## config.mk

```make
export PLATFORM = sky130hd
export DESIGN_NAME = toy_backup_rename_recover_walker
export DESIGN_NICKNAME = d
export VERILOG_FILES = /design/src/rtl/toy_backup_rename_recover_walker.sv
export SDC_FILE = /design/constraint.sdc
export NUM_CORES = 1
export LEC_CHECK = 0
export ABC_AREA = 1
export BUFFER_PORTS_ARGS = -buffer_cell sky130_fd_sc_hd__buf_2
export CORE_AREA = 2 2 109 111
export DETAILED_ROUTE_END_ITERATION = 6
export DIE_AREA = 0 0 111 113
export PLACE_DENSITY_LB_ADDON = 0.05
export SYNTH_ARGS = -nofsm -noshare
export SYNTH_HDL_FRONTEND = slang
export SYNTH_SLANG_ARGS = --single-unit
```

## constraint.sdc

```tcl
create_clock -name clk_i -period 1.9 [get_ports clk_i]
set_input_delay 0.38 -clock clk_i [delete_from_list [all_inputs] [get_ports clk_i]]
set_output_delay 0.38 -clock clk_i [all_outputs]
set_load 0.005 [all_outputs]
```

## src/rtl/toy_backup_rename_recover_walker.sv

```systemverilog
// rtl/toy_backup_rename_recover_walker.sv - flush-time walker restoring the committed rename map
// Optional feature macro: TOY_RECOVER_SKIP_X0_EN (arch reg 0 hardwired, never restored)
module toy_backup_rename_recover_walker #(
  parameter  int ARCH_REG_NUM     = 32,
  parameter  int RESTORE_WIDTH    = 4,
  parameter  int PHY_REG_ID_WIDTH = 7,
  localparam int ARCH_ID_W        = $clog2(ARCH_REG_NUM),
  localparam int GRP_NUM          = ARCH_REG_NUM / RESTORE_WIDTH,
  localparam int GRP_W            = (GRP_NUM > 1) ? $clog2(GRP_NUM) : 1
) (
  input  logic                                       clk_i,
  input  logic                                       rst_i,
  input  logic                                       flush_valid_i,
  input  logic [ARCH_REG_NUM*PHY_REG_ID_WIDTH-1:0]   backup_phy_id_i,
  input  logic                                       rt_wr_ready_i,
  output logic [RESTORE_WIDTH-1:0]                   rt_wr_en_o,
  output logic [RESTORE_WIDTH*ARCH_ID_W-1:0]         rt_wr_arch_id_o,
  output logic [RESTORE_WIDTH*PHY_REG_ID_WIDTH-1:0]  rt_wr_phy_id_o,
  output logic                                       recover_busy_o,
  output logic                                       recover_done_o,
  output logic                                       rename_stall_o
);

  typedef enum logic [1:0] {IDLE, WALK, DONE} state_e;

  localparam logic [GRP_W-1:0] LAST_GRP = GRP_W'(GRP_NUM - 1);

  state_e           state_q;
  logic [GRP_W-1:0] grp_q;
  logic             busy_q;
  logic             done_q;
  logic             beat_fire;
  int               idx;

  // Beat contents: slot s of group g carries arch reg g*RESTORE_WIDTH+s, read live from the backup map
  always_comb begin
    rt_wr_en_o      = '0;
    rt_wr_arch_id_o = '0;
    rt_wr_phy_id_o  = '0;
    idx             = 0;
    if (busy_q) begin
      for (int s = 0; s < RESTORE_WIDTH; s++) begin
        idx = int'(grp_q) * RESTORE_WIDTH + s;
        rt_wr_en_o[s] = 1'b1;
        rt_wr_arch_id_o[s*ARCH_ID_W +: ARCH_ID_W] = ARCH_ID_W'(idx);
        rt_wr_phy_id_o[s*PHY_REG_ID_WIDTH +: PHY_REG_ID_WIDTH] =
          backup_phy_id_i[idx*PHY_REG_ID_WIDTH +: PHY_REG_ID_WIDTH];
`ifdef TOY_RECOVER_SKIP_X0_EN
        if (idx == 0) begin
          rt_wr_en_o[s] = 1'b0;
          rt_wr_arch_id_o[s*ARCH_ID_W +: ARCH_ID_W] = '0;
          rt_wr_phy_id_o[s*PHY_REG_ID_WIDTH +: PHY_REG_ID_WIDTH] = '0;
        end
`endif
      end
    end
  end

  assign beat_fire      = busy_q && (|rt_wr_en_o) && rt_wr_ready_i;
  assign recover_busy_o = busy_q;
  assign recover_done_o = done_q;
  assign rename_stall_o = flush_valid_i | busy_q;

  // Walk FSM; a flush always restarts at group 0 and suppresses done for the aborted walk
  always_ff @(posedge clk_i) begin
    if (rst_i) begin
      state_q <= IDLE;
      grp_q   <= '0;
      busy_q  <= 1'b0;
      done_q  <= 1'b0;
    end else begin
      done_q <= 1'b0;
      case (state_q)
        IDLE: begin
          if (flush_valid_i) begin
            state_q <= WALK;
            busy_q  <= 1'b1;
            grp_q   <= '0;
          end
        end
        WALK: begin
          if (flush_valid_i) begin
            grp_q <= '0;
          end else if (beat_fire) begin
            if (grp_q == LAST_GRP) begin
              state_q <= DONE;
              busy_q  <= 1'b0;
              done_q  <= 1'b1;
              grp_q   <= '0;
            end else begin
              grp_q <= grp_q + GRP_W'(1);
            end
          end
        end
        DONE: begin
          grp_q <= '0;
          if (flush_valid_i) begin
            state_q <= WALK;
            busy_q  <= 1'b1;
          end else begin
            state_q <= IDLE;
          end
        end
        default: begin
          state_q <= IDLE;
          busy_q  <= 1'b0;
          grp_q   <= '0;
        end
      endcase
    end
  end

endmodule

```

Yosys cells after proc, flatten, opt, wreduce, memory -nomap -nowiden
Index checks and enable logic that the tools add are counted.
Storage, ports and cells
  input bits: 228
  output and inout port bits: 55
  memory bits (read-only): 0
  RAM bits: 0
  memories: 0
  bits in latches: 0
  register bits after elaboration: 7
Operators by class
  bitwise gates (word level): 3
  multiplexer cells: 20
  shift operators: 4
  reductions and logical operators: 9
  equal/unequal tests: 9
  div/mod/pow operators: 0
  $add $sub $neg: 4
  $mul: 4
  order comparisons: 0
Operators with widths (number)
  $shiftx A224 B10 Y7: 3
  $shiftx A224 B9 Y7: 1
  $mux W28: 1
  $mul A6 B3 Y9 const B: 3
  $mux W20: 1
  $add A5 B2 Y6 const B: 2
  $mux W3: 4
  $mux W2: 4
  $ne A2 B2 Y1 const B: 4
  $reduce_and A4 Y1: 2
  $reduce_or A4 Y1: 2
  $add A5 B1 Y6 const B: 1
  $mul A3 B3 Y6 const B: 1
  $mux W1: 6
  $pmux W2 S3: 1
  $pmux W3 S2: 1
  $mux W4: 1
  $add A3 B1 Y3 const B: 1
  $eq A3 B3 Y1 const B: 1
  $ne A3 B3 Y1 const B: 1
  $eq A2 B1 Y1 const B: 1
  $eq A2 B2 Y1 const B: 1
  $logic_and A1 B1 Y1: 2
  $logic_not A2 Y1: 1
  other kinds (6): 7

Depth between registers and ports, before layout
  depth in word-level cells: 7
  mapped depth: 9

Worst setup path before layout
No wires, ideal clock.
  path type: register to output
  from: reg busy_q, in the netlist recover_busy_o
  to: out rt_wr_arch_id_o[14]
  path buffers: 2
  arrival time: 1208 ps
  slack: 312 ps
  stages on the path, launching flop included: 5
  cell sequence: dfxtp_1 -> nand2_1 -> inv_1 -> clkbuf_1 -> buf_4
Between the ends
  cells in the longest elaborated chain, start to end: 1
RTL lines
  start: declaration: RTL line 30  | logic busy_q;
  start signal: assignment: RTL line 69  | busy_q <= 1'b0;
  start signal: assignment: RTL line 77  | busy_q <= 1'b1;
  start signal: assignment: RTL line 87  | busy_q <= 1'b0;
  $mux W20: RTL line 41  | if (busy_q) begin
  end: declaration: RTL line 17  | output logic [RESTORE_WIDTH*ARCH_ID_W-1:0] rt_wr_arch_id_o,
Every way passes these cells.

Final worst setup path
  from: reg grp_q[0]
  to: out rt_wr_phy_id_o[12]
Between the ends
  cells in the longest elaborated chain, start to end: 4
RTL lines
  start: declaration: RTL line 29  | logic [GRP_W-1:0] grp_q;
  start signal: assignment: RTL line 91  | grp_q <= grp_q + GRP_W'(1);
  $add A5 B1 Y6: RTL line 43  | idx = int'(grp_q) * RESTORE_WIDTH + s;
  $mul A6 B3 Y9: RTL line 47  | backup_phy_id_i[idx*PHY_REG_ID_WIDTH +: PHY_REG_ID_WIDTH];
  $shiftx A224 B10 Y7: RTL line 47
  $mux W28: RTL line 41
  end: declaration: RTL line 18  | output logic [RESTORE_WIDTH*PHY_REG_ID_WIDTH-1:0] rt_wr_phy_id_o,
Every way passes these cells.

==> reports/qor.txt <==
RR Startpoint: grp_q[0]
Area of the mapped netlist: 2730 um^2
Layout fillers: 1356
Clk root buf: clkbuf_16
WL/cell: 14.1 um
Antenna violations before repair: 1
Final Critical Period: 1.86 ns
Status: finished, final reports clean
FMAX: 539 MHz
H-Tree Level Count: 1
CTS tree: built
Crit-path max cell delay: 0.42 ns
Crit-path max FO: 41
Crit end category: primary output
Met1 usage: 22.1%
Worst vdd ir: 0.000246 V
Core ar.: 11300 um^2
Hpwl dp: 11100 um
Grt met2 use: 39.4%
Switching Share: 44.9%
Area leader, netlist: nor2_1
Worst slack at placement: 0.146 ns
Tcrit/Tclk final: 97.7%
RSZ-0062 raised after global routing: yes
CP cell instances: buf_12 -> nor2_1 -> nor2_1 -> o21ai_1 -> o21ai_1 -> nand2_1 -> nand2_1 -> buf_2
Worst Hold Path EP: state_q[1]
Crit path DAT: 1.48 ns
Detailed router's first-iteration violation count: 248
Start point of the worst hold path: rst_i
Clk slew on worst S/H paths: 0.04 ns
Fin worst setup slack: 0.0445 ns
Clock latency on the worst-skew pair: 0.23 ns
Clock group share of total power: 18.9%
Total number of vias: 4430
Die Footprint: 12500 um^2
Initial Util: 24.2%
Ys flop type: dfxtp_1
Syn_area_per_cell: 4.69 um^2
Synth-to-Final Area Change: 56.4%
P_int: 1.08 mW
Ys async rst share: 0%
Delay-heaviest family, CP: flip-flops
CTS Hold Bufs: 0
Synth area leaders: nor2_1, nand2_1, o21ai_0
Critical path buffer and inverter count: 2
Sequential area share after synthesis: 5.14%
Min-delay worst type: in -> reg
Number of synthesized flops with an enable pin: 0
Pwr dens: 457 nW/um^2
P_sw: 0.877 mW
R2R cell count: 8
IO buf count: 278
Fin Hold WS: 0.356 ns
Data required, critical path: 1.52 ns
Largest net degree at the start of global routing: 50
Total grt overflow: 0
# IOs: 283
Area share of the largest cell type after synthesis: 28.6%
Max Slew Vio Count: 0
Clk_skew: 0.00175 ns
Combinational power share: 71.5%
Total GRT Usage: 19.9%
Die W: 111 um
WS Path Type: reg -> out
Flop pwr share: 9.6%
Ys Warns: 0
R2R Setup Slk: 0.33 ns
Reg-to-reg endpoint: state_q[0]
Vias in the first global route: 4230
TritonCTS Buffers: 3
Total power: 1.95 mW
RD Place Congestion: 0.880
First-pass GRT wire length: 20500 um
Leakage power: 2.51 nW
Most frequent cells after synthesis: nor2_1, nand2_1, o21ai_0
Row cnt: 39
Area taken by multi-input logic gates: 2110 um^2
Critical path's slowest cell: dfxtp_4
Max Root-Sink Buffers: 2
Ant. Diodes: 0
First-pass detailed-route iteration total: 4
Busiest grt layer: met2
M3 GR Usage: 3.59%
Distinct cells, synth: 20
Final Hold Fails: 0
Vias per cell: 4.58
Clock tree sinks: 7
Most frequent cell after synthesis: nor2_1
Final wirelength: 13700 um
Share of layout cells above drive strength 1: 37.8%
# DRC: 0
Layout Nets: 1056
DRT antenna net count: 0
FF+latch count, synth: 7
Cells after synthesis: 582
Reg area: 148 um^2
Worst Hold Path Cells: 2
CP startpoint kind: flip-flop
# setup viols final: 0
Die Height: 113 um
Maxcap violations: 0
[power groups by stage]
stage,sequential [mW],combinational (mW),clock (mW)
final,0.188,1.40,0.369
after global routing,0.190,1.58,0.374
after CTS,0.181,1.35,0.367
after detailed placement,0.182,1.34,0
after global placement,0.182,1.33,0
after floorplan,0.183,0.853,0
[layout make-up]
| class | count | share of cell area (%) |
|---|---|---|
| Multi-Input combinational cell | 499 | 49.4 |
| Timing Repair Buffer | 299 | 39.6 |
| Sequential cell | 7 | 3.46 |
| Clock buffer | 4 | 1.85 |
| Tap cell | 143 | 4.19 |
| Inverter | 16 | 1.52 |
[cell families (layout without fill, tap and decap cells)]
family,count (synthesis),count (layout),synth area share [%]
compound gates,142,142,26.1
simple gates,351,351,49.2
other cells,1,4,0.137
flops,7,7,5.14
buf+inv,79,319,18.4
fa+ha+maj,2,2,0.917
[routing by layer]
| metal | wire length (um) | vias to the layer above |
|---|---|---|
| li1 | - | 2310 |
| met1 | 5460 | 1920 |
| met2 | 7020 | 185 |
| met3 | 1010 | 15 |
| met4 | 210 | 0 |
| met5 | 0 | - |
[per-stage QoR]
step | instances | TNS (ns) | cell area [um^2] | util (%)
5_1_grt | 968 | -0.717 | 4270 | 37.9
4_1_cts | 965 | -0.673 | 4150 | 36.8
6_report | 968 | 0 | 4270 | 37.9
3_3_place_gp | 961 | 0 | 4060 | 36.0
2_1_floorplan | 585 | 0 | 2740 | -
3_5_place_dp | 961 | 0 | 4060 | 36.0
[sequential cells by signal, summed over array words and instances (netlist names)]
name,cells
grp_q,3
recover_done_o,1
recover_busy_o,1
state_q,2
[cell usage in the layout (no fill, tap or decap), drive strengths merged]
master,Yosys,final
o21bai,1,1
o21ai,140,140
inv,16,16
dfxtp,7,7
buf,52,297
nand4,1,1
clkbuf,11,6
nand2,129,129
a21oi,1,1
nor3,2,2
nand3,9,9
nor2,210,210
conb,1,4
ha,2,2
[worst max-delay path by stage]
stage                        start                  end  slack, ns  depth (start not counted)
global route              grp_q[0]    rt_wr_phy_id_o[9]      -0.06                          8
floorplan           recover_busy_o  rt_wr_arch_id_o[14]       0.31                          4
CTS                       grp_q[0]    rt_wr_phy_id_o[3]      -0.07                          9
finish                    grp_q[0]   rt_wr_phy_id_o[12]       0.04                          8
global placement          grp_q[0]    rt_wr_phy_id_o[5]       0.17                          9
detailed placement        grp_q[0]    rt_wr_phy_id_o[5]       0.15                          9
[repair_timing]
action,4_1_cts,5_1_grt
gates cloned,0,2
gates resized for setup,3,25
setup endpoints to repair,25,28
setup buffers,0,1
Power figures use the tool's default switching activity.
